[src/rtl/flag_sched_pkg.sv]
// Shared definitions for the flag-crossing scheduler family.
// Latency: n/a (types, constants and a width helper only).
// Backpressure: n/a.
//
// Contents: FSM state encoding, index-width helper, legal parameter ranges.
package flag_sched_pkg;

  typedef enum logic [1:0] {
    IDLE  = 2'd0,
    ISSUE = 2'd1,
    HOLD  = 2'd2
  } state_t;

  // Index width for n items; a single item still needs a 1-bit index.
  function automatic int id_width(input int n);
    return (n <= 2) ? 1 : $clog2(n);
  endfunction

  // The destination synchronizer needs at least one idle cycle between toggles.
  localparam int GAP_MIN   = 1;
  localparam int N_REQ_MIN = 2;
  localparam int N_REQ_MAX = 16;

endpackage

[src/rtl/rr_arbiter.sv]
// Round-robin pick: first set bit of pend_i at or after ptr_i+1, wrapping.
// Latency: purely combinational.
// Backpressure: none; the caller decides when the grant is consumed.
//
// Ports: pend_i (request vector), ptr_i (last granted index),
//        grant_o (one-hot), idx_o (binary index of grant), any_o (grant valid).
module rr_arbiter #(
  parameter int N     = 4,
  parameter int IDX_W = 2
) (
  input  logic [N-1:0]     pend_i,
  input  logic [IDX_W-1:0] ptr_i,
  output logic [N-1:0]     grant_o,
  output logic [IDX_W-1:0] idx_o,
  output logic             any_o
);

  logic [IDX_W-1:0] j;

  always_comb begin
    grant_o = '0;
    idx_o   = '0;
    any_o   = 1'b0;
    j       = '0;
    // k runs 1..N so the just-served index is considered last.
    for (int k = 1; k <= N; k++) begin
      j = IDX_W'((int'(ptr_i) + k) % N);
      if (!any_o && pend_i[j]) begin
        any_o      = 1'b1;
        grant_o[j] = 1'b1;
        idx_o      = j;
      end
    end
  end

endmodule

[src/rtl/flag_cross_scheduler.sv]
// Shares one toggle-based flag crossing among N_REQ requesters (round-robin).
// Latency: req_i at cycle t -> pend at t+1 -> flag_o/grant_o/id_o at t+2 when idle.
// Backpressure: events are latched in pend and merged if repeated; flag_o is
//   spaced by exactly GAP idle cycles, so bursts wait rather than drop.
//
// Ports: clk/rst (sync active-high), req_i (event pulses), grant_o (one-hot with
//   flag), flag_o (1-cycle pulse), id_o (held index), pend_o (pending vector),
//   busy_o (ISSUE/HOLD), merge_o (repeated event folded into a pending bit).
module flag_cross_scheduler
  import flag_sched_pkg::*;
#(
  parameter  int N_REQ = 4,
  parameter  int GAP   = 3,
  localparam int ID_W  = id_width(N_REQ)
) (
  input  logic             clk,
  input  logic             rst,
  input  logic [N_REQ-1:0] req_i,
  output logic [N_REQ-1:0] grant_o,
  output logic             flag_o,
  output logic [ID_W-1:0]  id_o,
  output logic [N_REQ-1:0] pend_o,
  output logic             busy_o,
  output logic             merge_o
);

  localparam int CNT_W = id_width(GAP + 1);

  if (GAP < GAP_MIN) begin : g_gap_chk
    $error("flag_cross_scheduler: GAP must be >= 1");
  end
  if (N_REQ < N_REQ_MIN || N_REQ > N_REQ_MAX) begin : g_nreq_chk
    $error("flag_cross_scheduler: N_REQ must be in 2..16");
  end

  state_t           state_q, state_d;
  logic [N_REQ-1:0] pend_q, pend_d;
  logic [N_REQ-1:0] grant_q, grant_d;
  logic             flag_q, flag_d;
  logic [ID_W-1:0]  id_q, id_d;
  logic [ID_W-1:0]  ptr_q, ptr_d;
  logic [CNT_W-1:0] cnt_q, cnt_d;
  logic             busy_q, busy_d;
  logic             merge_q, merge_d;
  logic [N_REQ-1:0] clr;

  logic [N_REQ-1:0] arb_grant;
  logic [ID_W-1:0]  arb_idx;
  logic             arb_any;

  rr_arbiter #(
    .N     (N_REQ),
    .IDX_W (ID_W)
  ) u_arb (
    .pend_i  (pend_q),
    .ptr_i   (ptr_q),
    .grant_o (arb_grant),
    .idx_o   (arb_idx),
    .any_o   (arb_any)
  );

  always_comb begin
    state_d = state_q;
    grant_d = '0;
    flag_d  = 1'b0;
    id_d    = id_q;
    ptr_d   = ptr_q;
    cnt_d   = cnt_q;
    clr     = '0;

    unique case (state_q)
      IDLE: begin
        if (arb_any) begin
          state_d = ISSUE;
          grant_d = arb_grant;
          flag_d  = 1'b1;
          id_d    = arb_idx;
          ptr_d   = arb_idx;
          clr     = arb_grant;
        end
      end
      ISSUE: begin
        state_d = HOLD;
        cnt_d   = CNT_W'(GAP);
      end
      HOLD: begin
        cnt_d = cnt_q - CNT_W'(1);
        // Last idle cycle: pick now so the next flag lands exactly GAP+1 after.
        if (cnt_q == CNT_W'(1)) begin
          if (arb_any) begin
            state_d = ISSUE;
            grant_d = arb_grant;
            flag_d  = 1'b1;
            id_d    = arb_idx;
            ptr_d   = arb_idx;
            clr     = arb_grant;
          end else begin
            state_d = IDLE;
          end
        end
      end
      default: state_d = IDLE;
    endcase

    // Set wins over clear: an event arriving with its own grant re-pends.
    pend_d  = (pend_q & ~clr) | req_i;
    merge_d = |(req_i & pend_q & ~clr);
    busy_d  = (state_d != IDLE);
  end

  always_ff @(posedge clk) begin
    if (rst) begin
      state_q <= IDLE;
      pend_q  <= '0;
      grant_q <= '0;
      flag_q  <= 1'b0;
      id_q    <= '0;
      ptr_q   <= ID_W'(N_REQ - 1);
      cnt_q   <= '0;
      busy_q  <= 1'b0;
      merge_q <= 1'b0;
    end else begin
      state_q <= state_d;
      pend_q  <= pend_d;
      grant_q <= grant_d;
      flag_q  <= flag_d;
      id_q    <= id_d;
      ptr_q   <= ptr_d;
      cnt_q   <= cnt_d;
      busy_q  <= busy_d;
      merge_q <= merge_d;
    end
  end

  assign grant_o = grant_q;
  assign flag_o  = flag_q;
  assign id_o    = id_q;
  assign pend_o  = pend_q;
  assign busy_o  = busy_q;
  assign merge_o = merge_q;

endmodule
[config.mk]
export PLATFORM = sky130hd
export DESIGN_NAME = flag_cross_scheduler
export DESIGN_NICKNAME = d
export VERILOG_FILES = /design/src/rtl/flag_sched_pkg.sv /design/src/rtl/rr_arbiter.sv /design/src/rtl/flag_cross_scheduler.sv
export SDC_FILE = /design/constraint.sdc
export NUM_CORES = 1
export LEC_CHECK = 0
export CAP_MARGIN = 0
export CORE_MARGIN = 2
export CORE_UTILIZATION = 58
export DETAILED_ROUTE_END_ITERATION = 10
export PLACE_DENSITY = 0.84
export SLEW_MARGIN = 15
export SYNTH_ARGS = -nofsm -noshare
export SYNTH_HDL_FRONTEND = slang
export SYNTH_HIERARCHICAL = 1
export SYNTH_SLANG_ARGS = --single-unit
[constraint.sdc]
create_clock -name clk -period 5.97 [get_ports clk]
set_clock_uncertainty 0.1 [all_clocks]
set_input_delay 1.194 -clock clk [delete_from_list [all_inputs] [get_ports clk]]
set_output_delay 1.194 -clock clk [all_outputs]
set_load 0.02 [all_outputs]
==> impl_metrics.yaml, run 1 <==
global_route:
  grt_first_pass_wirelength_um: 5090
  grtUsageTotal_pct: 24.4
  congestion_overflow_gr: 0
  grt_antenna_before_repair: 0
  first_global_vias: 1166
  grt_max_degree: 22
logic_synthesis:
  gate_count_of_the_mapped_netlist: 171
  syn-mean-instance-area_um2: 8.25
  ys_seq_area_share_pct: 27.0
  mappedNetlistArea_um2: 1410
  yosys_reg_bits: 19
  post_synth_edffs: 0
  predominant_post_synthesis_flop_cell: "sky130_fd_sc_hd__dfxtp_1"
  synth_cell_types: 40
  postSynth.asyncResetShare_pct: 0
  synth-warning-count: 6
  synth.net_count: 191
finish:
  num-nets-final: 204
  final_layout_size_suffix_gt1_share_pct: 4.92
  area_delta_synth_final_pct: 13.2
  instances_no_fill: 211
  number_of_antenna_cells_inserted: 0
cts:
  clock_transition_at_the_registers_of_the_reported_paths_ns: 0.11
  cts-resized-gates: 0
  cts_num_sinks: 19
  htree_levels: 1
  tritoncts: "yes"
  insertion_delay_ns: 0.30
  cts.hold.buffers_added: 0
  count_of_buffers_added_by_post_cts_timing_repair_for_setup: 0
  cts_root_buffer: "sky130_fd_sc_hd__clkbuf_4"
  numCtsBuffers: 3
  clock_path_buffers: 2
worst_hold_path:
  timing.hold.worst.class: "flop to flop"
  holdPathStages: 2
  min_delay_worst_endpoint: "id_o[0]"
  timing.hold.worst.start: "id_o[0]"
worst_setup_path:
  critical_path.startpoint_type: "flop"
  worst_r2r_dst: "merge_o"
  worstSetupPathType: "flop to flop"
  rr_worst_depth: 9
  setup.worst_path.start: "ptr_q[0]"
  end_kind: "flop"
  worstPathRequired_ns: 6.09
  reg2reg_from: "ptr_q[0]"
  timing.critical_path.arrival_ns: 3.60
  regToRegSetupSlack_ns: 2.49
  cp_max_fo: 21
route:
  drc_errors: 0
  dr.first_iter.drc_count: 44
  vias: 1311
  detail-route-antenna-nets: 0
  avgRoutedWirePerCell_um: 14.9
  drtPass1Iterations: 4
  detail_route.vias_per_cell: 6.21
  routed_wirelength_um: 3150
placed_design:
  gpl.final_weighted_congestion: 0.955
  place.port_buffers: 18
  post-dp-hpwl_um: 2420
  dp.cells: 207
outcome:
  outcome: "completed"
sta:
  timing.setup.tns_ns: 0
  report.final.slew_viol_count: 0
  tightestPinTransition_ns: 0.753
  maxClockFrequency_ghz: 0.287
  timing_hold_violations_final: 0
  slew_headroom_pct: 49.7
  post-route-period-util_pct: 58.3
  final-setup-viol-count: 0
  rsz0062_at_grt: "false"
  timing.final.crit_period_ns: 3.48
  timing.hold.ws_ns: 0.410
floorplanning:
  num_io_pins: 19
  floorplan.die_area_um2: 2840
  chipWidth_um: 53.3
  num_rows: 17
  floorplan.die.height_um: 53.3
  start_util_pct: 62.6
  coreArea_um2: 2250
pwr:
  cellLeakagePower_nw: 0.670
  cellPowerDensity_nw_per_um2: 385
  worst_ir_drop_vdd_v: 0.000314
  power.total_uw: 616
job:
  maxcap_viol_count: 0
==> worst max-delay path, stage by stage, from the launching register on <==
cell	delay, ns
sky130_fd_sc_hd__dfxtp_1	0.82
sky130_fd_sc_hd__inv_1	0.22
sky130_fd_sc_hd__ha_1	0.56
sky130_fd_sc_hd__inv_1	0.20
sky130_fd_sc_hd__a31oi_1	0.38
sky130_fd_sc_hd__o31ai_1	0.10
sky130_fd_sc_hd__or3_1	0.39
sky130_fd_sc_hd__a31o_1	0.23
sky130_fd_sc_hd__or3_1	0.32
sky130_fd_sc_hd__o221ai_1	0.08
==> cell usage in the layout, fill, tap and decap left out, types with 2 or more instances in the layout <==
master                            count
sky130_fd_sc_hd__a2111o_1             4
sky130_fd_sc_hd__a211oi_1             4
sky130_fd_sc_hd__a21o_1               2
sky130_fd_sc_hd__a21oi_1             10
sky130_fd_sc_hd__a31oi_1              5
sky130_fd_sc_hd__and2_1               4
sky130_fd_sc_hd__clkbuf_4             3
sky130_fd_sc_hd__clkdlybuf4s50_1     18
sky130_fd_sc_hd__dfxtp_1             19
sky130_fd_sc_hd__ha_1                14
sky130_fd_sc_hd__inv_1               17
sky130_fd_sc_hd__mux2_2               2
sky130_fd_sc_hd__mux2i_1              5
sky130_fd_sc_hd__mux4_2               2
sky130_fd_sc_hd__nand2_1             10
sky130_fd_sc_hd__nand2b_1             3
sky130_fd_sc_hd__nand3_1              4
sky130_fd_sc_hd__nand4_1              6
sky130_fd_sc_hd__nor2_1              14
sky130_fd_sc_hd__nor2b_1              2
sky130_fd_sc_hd__nor3_1               2
sky130_fd_sc_hd__o21ai_0              7
sky130_fd_sc_hd__o221ai_1             2
sky130_fd_sc_hd__o31ai_1              4
sky130_fd_sc_hd__or3_1                5
==> cell families (layout without fill, tap and decap cells) <==
| kind of cell | Yosys count | after routing | share of synthesized area (%) |
|---|---|---|---|
| AOI/OAI and AO/OA | 48 | 48 | 24.0 |
| muxes | 9 | 9 | 8.33 |
| DFF | 19 | 19 | 27.0 |
| and+or+nand+nor | 54 | 54 | 19.8 |
| adders and majority gates | 14 | 14 | 12.4 |
| buffers and inverters | 27 | 39 | 8.51 |
==> synthesized netlist by cell type (all sizes together), types with 5 or more instances <==
cell / n / share of area [%]
dfxtp: 19 / 27
buf: 5 / 2.7
inv: 17 / 4.5
o21ai: 7 / 2.5
nand2: 10 / 2.7
a31oi: 5 / 2.2
or3: 5 / 2.2
mux2i: 5 / 3.5
clkbuf: 5 / 1.3
ha: 14 / 12
nor2: 14 / 3.7
a21oi: 10 / 3.5
nand4: 6 / 2.7
==> metrics by stage <==
stage,cell area [um2],utilization (%),worst slack [ns]
2_1_floorplan,1410,-,2.94
3_3_place_gp,1570,69.6,2.77
3_5_place_dp,1570,69.6,2.56
4_1_cts,1600,70.9,2.54
5_1_grt,1600,70.9,2.17
6_report,1600,70.9,2.49
==> power by group <==
part | switching, mW | internal [mW] | leakage (nW)
logic | 0.201 | 0.151 | 0.495
clock network | 0.0398 | 0.0250 | 0.0177
registers | 0.0429 | 0.156 | 0.157
==> area by class of cell <==
| type | count | area, um2 |
|---|---|---|
| clock buffers | 3 | 22.5 |
| multi-input cells | 125 | 911 |
| repair buffers | 18 | 180 |
| clock inverters | 1 | 5.00 |
| inverters | 17 | 63.8 |
| flip-flops and latches | 19 | 380 |
| fillers | 196 | 657 |
| well taps | 28 | 35.0 |
==> metal layers <==
| metal | share of wire (%) | vias up | GRT usage [%] |
|---|---|---|---|
| li1 | - | 644 | - |
| met1 | 47 | 629 | 33.7 |
| met2 | 48 | 38 | 39.1 |
| met3 | 5.3 | 0 | 6.21 |
| met4 | 0 | 0 | 2.99 |
| met5 | 0 | - | 0 |
==> flip-flops by register name (all words and copies together) (netlist names) <==
name,cells
pend_o,4
ptr_q,2
grant_o,4
id_o,2
busy_o,1
cnt_q,2
flag_o,1
state_q,2
merge_o,1
==> how the worst max path moves through the flow <==
| stage | endpoint | slack [ns] | depth (start not counted) |
|---|---|---|---|
| after floorplan | merge_o | 2.94 | 12 |
| after CTS | merge_o | 2.54 | 9 |
| after detailed placement | merge_o | 2.56 | 9 |
| after global routing | merge_o | 2.17 | 9 |
| after global placement | merge_o | 2.77 | 9 |
| final | merge_o | 2.49 | 9 |
Power figures use the tool's default switching activity.
==> run 2, diff against run 1 <==
--- a/config.mk
+++ b/config.mk
@@ -7,9 +7,9 @@
 export LEC_CHECK = 0
 export CAP_MARGIN = 0
 export CORE_MARGIN = 2
-export CORE_UTILIZATION = 58
+export CORE_UTILIZATION = 49
 export DETAILED_ROUTE_END_ITERATION = 10
-export PLACE_DENSITY = 0.84
+export PLACE_DENSITY = 0.75
 export SLEW_MARGIN = 15
 export SYNTH_ARGS = -nofsm -noshare
 export SYNTH_HDL_FRONTEND = slang
==> constraint.sdc (replaced) <==
create_clock -name clk -period 3.1 [get_ports clk]
set_clock_uncertainty 0.1 [all_clocks]
set_input_delay 0.62 -clock clk [delete_from_list [all_inputs] [get_ports clk]]
set_output_delay 0.62 -clock clk [all_outputs]
set_load 0.02 [all_outputs]
==> impl_metrics.yaml, run 2 (synthesis gave the netlist of run 1 again) <==
finish:
  layout.cells.most_common_list: "19 x sky130_fd_sc_hd__dfxtp_1, 18 x sky130_fd_sc_hd__clkdlybuf4s50_1, 17 x sky130_fd_sc_hd__inv_1"
  num-nets-final: 212
  mostFrequentLayoutCell: "sky130_fd_sc_hd__dfxtp_1"
  post_route_cell_area_um2: 1660
  register_area_um2: 380
  fin_util_pct: 60.3
  instances_no_fill: 222
  area_delta_synth_final_pct: 17.7
  final.fill_count: 246
  final_layout_size_suffix_gt1_share_pct: 8.90
  multi_input_area_um2: 911
  number_of_antenna_cells_inserted: 0
worst_setup_path:
  end_kind: "flop"
  timing.critical_path.arrival_ns: 2.76
  timing.critical_path.cells: "inv_1, ha_1, nor4bb_1, a31oi_1, buf_4, o31ai_1, a2111o_1, nand3_1, a32oi_1, o221ai_1"
  critical_path.startpoint_type: "flop"
  critical_path.n_buffers_inverters: 2
  cp_max_fo: 6
  maximum_cell_stage_delay_along_the_critical_path_ns: 0.41
  critPathSlowestCell: "sky130_fd_sc_hd__dfxtp_1"
  worstSetupPathType: "flop to flop"
  cp_top_family: "compound AO/OA/AOI/OAI gates"
  worstPathRequired_ns: 3.16
pwr:
  cellLeakagePower_nw: 0.708
  cellPowerDensity_nw_per_um2: 747
  power.total_mw: 1.24
  worst_ir_drop_vdd_v: 0.000574
global_route:
  grt_antenna_before_repair: 0
  first_global_vias: 1287
  congestion_overflow_gr: 0
  grt_max_degree: 20
  grt_first_pass_wirelength_um: 5730
  grtUsageTotal_pct: 22.1
sta:
  rsz0062_at_grt: "false"
  timing.final.crit_period_ns: 2.70
  maxClockFrequency_ghz: 0.370
  final-setup-viol-count: 0
  setup_slack_ns: 0.399
  timing.hold.ws_ns: 0.432
  report.final.slew_viol_count: 0
  post-route-period-util_pct: 87.1
  timing_hold_violations_final: 0
  tightestPinTransition_ns: 0.658
  slew_headroom_pct: 56.0
  timing.setup.tns_ns: 0
placed_design:
  placement.setup.worst_slack_ns: 0.491
  placed_area_um2: 1630
  gpl.final_weighted_congestion: 1.03
  dp.cells: 218
  post-dp-hpwl_um: 2640
  place.port_buffers: 18
route:
  avgRoutedWirePerCell_um: 15.6
  vias: 1392
  drtPass1Iterations: 4
  routed_wirelength_um: 3470
  drc_errors: 0
  dr.first_iter.drc_count: 49
  detail_route.vias_per_cell: 6.27
  detail-route-antenna-nets: 0
cts:
  cts_root_buffer: "sky130_fd_sc_hd__clkbuf_4"
  insertion_delay_ns: 0.30
  clock_path_buffers: 2
  count_of_buffers_added_by_post_cts_timing_repair_for_setup: 0
  clock_transition_at_the_registers_of_the_reported_paths_ns: 0.11
  htree_levels: 1
  cts_num_sinks: 19
  numCtsBuffers: 3
  cts.hold.buffers_added: 0
  cts-resized-gates: 0
  tritoncts: "yes"
floorplanning:
  chipWidth_um: 57.7
  num_rows: 19
  num_io_pins: 19
  floorplan.die_area_um2: 3330
  coreArea_um2: 2760
  start_util_pct: 51.2
  floorplan.die.height_um: 57.7
outcome:
  outcome: "completed"
worst_hold_path:
  timing.hold.worst.class: "flop to flop"
job:
  maxcap_viol_count: 0
-- run 2: cell count changes in the layout (fill, tap and decap cells not counted), sizes merged --
cell,before,now
buf,0,8
-- run 2: per-layer routing --
layer | vias to the layer above | routed length [um] | global-route usage, %
li1 | 667 | - | -
met1 | 646 | 1480 | 28.9
met2 | 61 | 1680 | 35.7
met3 | 18 | 199 | 4.46
met4 | 0 | 110 | 8.97
met5 | - | 0 | 0
-- run 2: path summary, 6_finish.rpt --
path,slack (ns),startpoint,cells after the start,to
worst max register to register,0.40,ptr_q[0],10,merge_o
worst min register to register,0.43,cnt_q[1],2,cnt_q[1]
worst max-delay path,0.40,ptr_q[0],10,merge_o
worst min-delay path,0.43,cnt_q[1],2,cnt_q[1]
-- run 2: area by class of cell --
type	count	area share, %
Clock inverter	1	0.301
Multi-Input combinational cell	125	54.8
Clock buffer	3	1.36
Inverter	17	3.84
Tap cell	31	2.33
Sequential cell	19	22.9
Timing Repair Buffer	26	14.5
-- run 2: power breakdown --
group          internal [mW]  switching, mW  leakage (nW)
combinational          0.328          0.452         0.533
clock                 0.0481         0.0758        0.0177
sequential             0.301         0.0373         0.157
total                  0.676          0.565         0.708
-- run 2: tightest hold or removal path: stages, from the launching register on --
cell and delay [ns]:
sky130_fd_sc_hd__dfxtp_1 0.35, sky130_fd_sc_hd__o22ai_1 0.09, sky130_fd_sc_hd__nor2_1 0.07
==> run 3, diff against run 2 <==
--- a/config.mk
+++ b/config.mk
@@ -5,7 +5,7 @@
 export SDC_FILE = /design/constraint.sdc
 export NUM_CORES = 1
 export LEC_CHECK = 0
-export CAP_MARGIN = 0
+export CAP_MARGIN = 20
 export CORE_MARGIN = 2
 export CORE_UTILIZATION = 49
 export DETAILED_ROUTE_END_ITERATION = 10
==> results of run 3 <==
The final DEF is identical to that of run 2; final timing and power are the same.
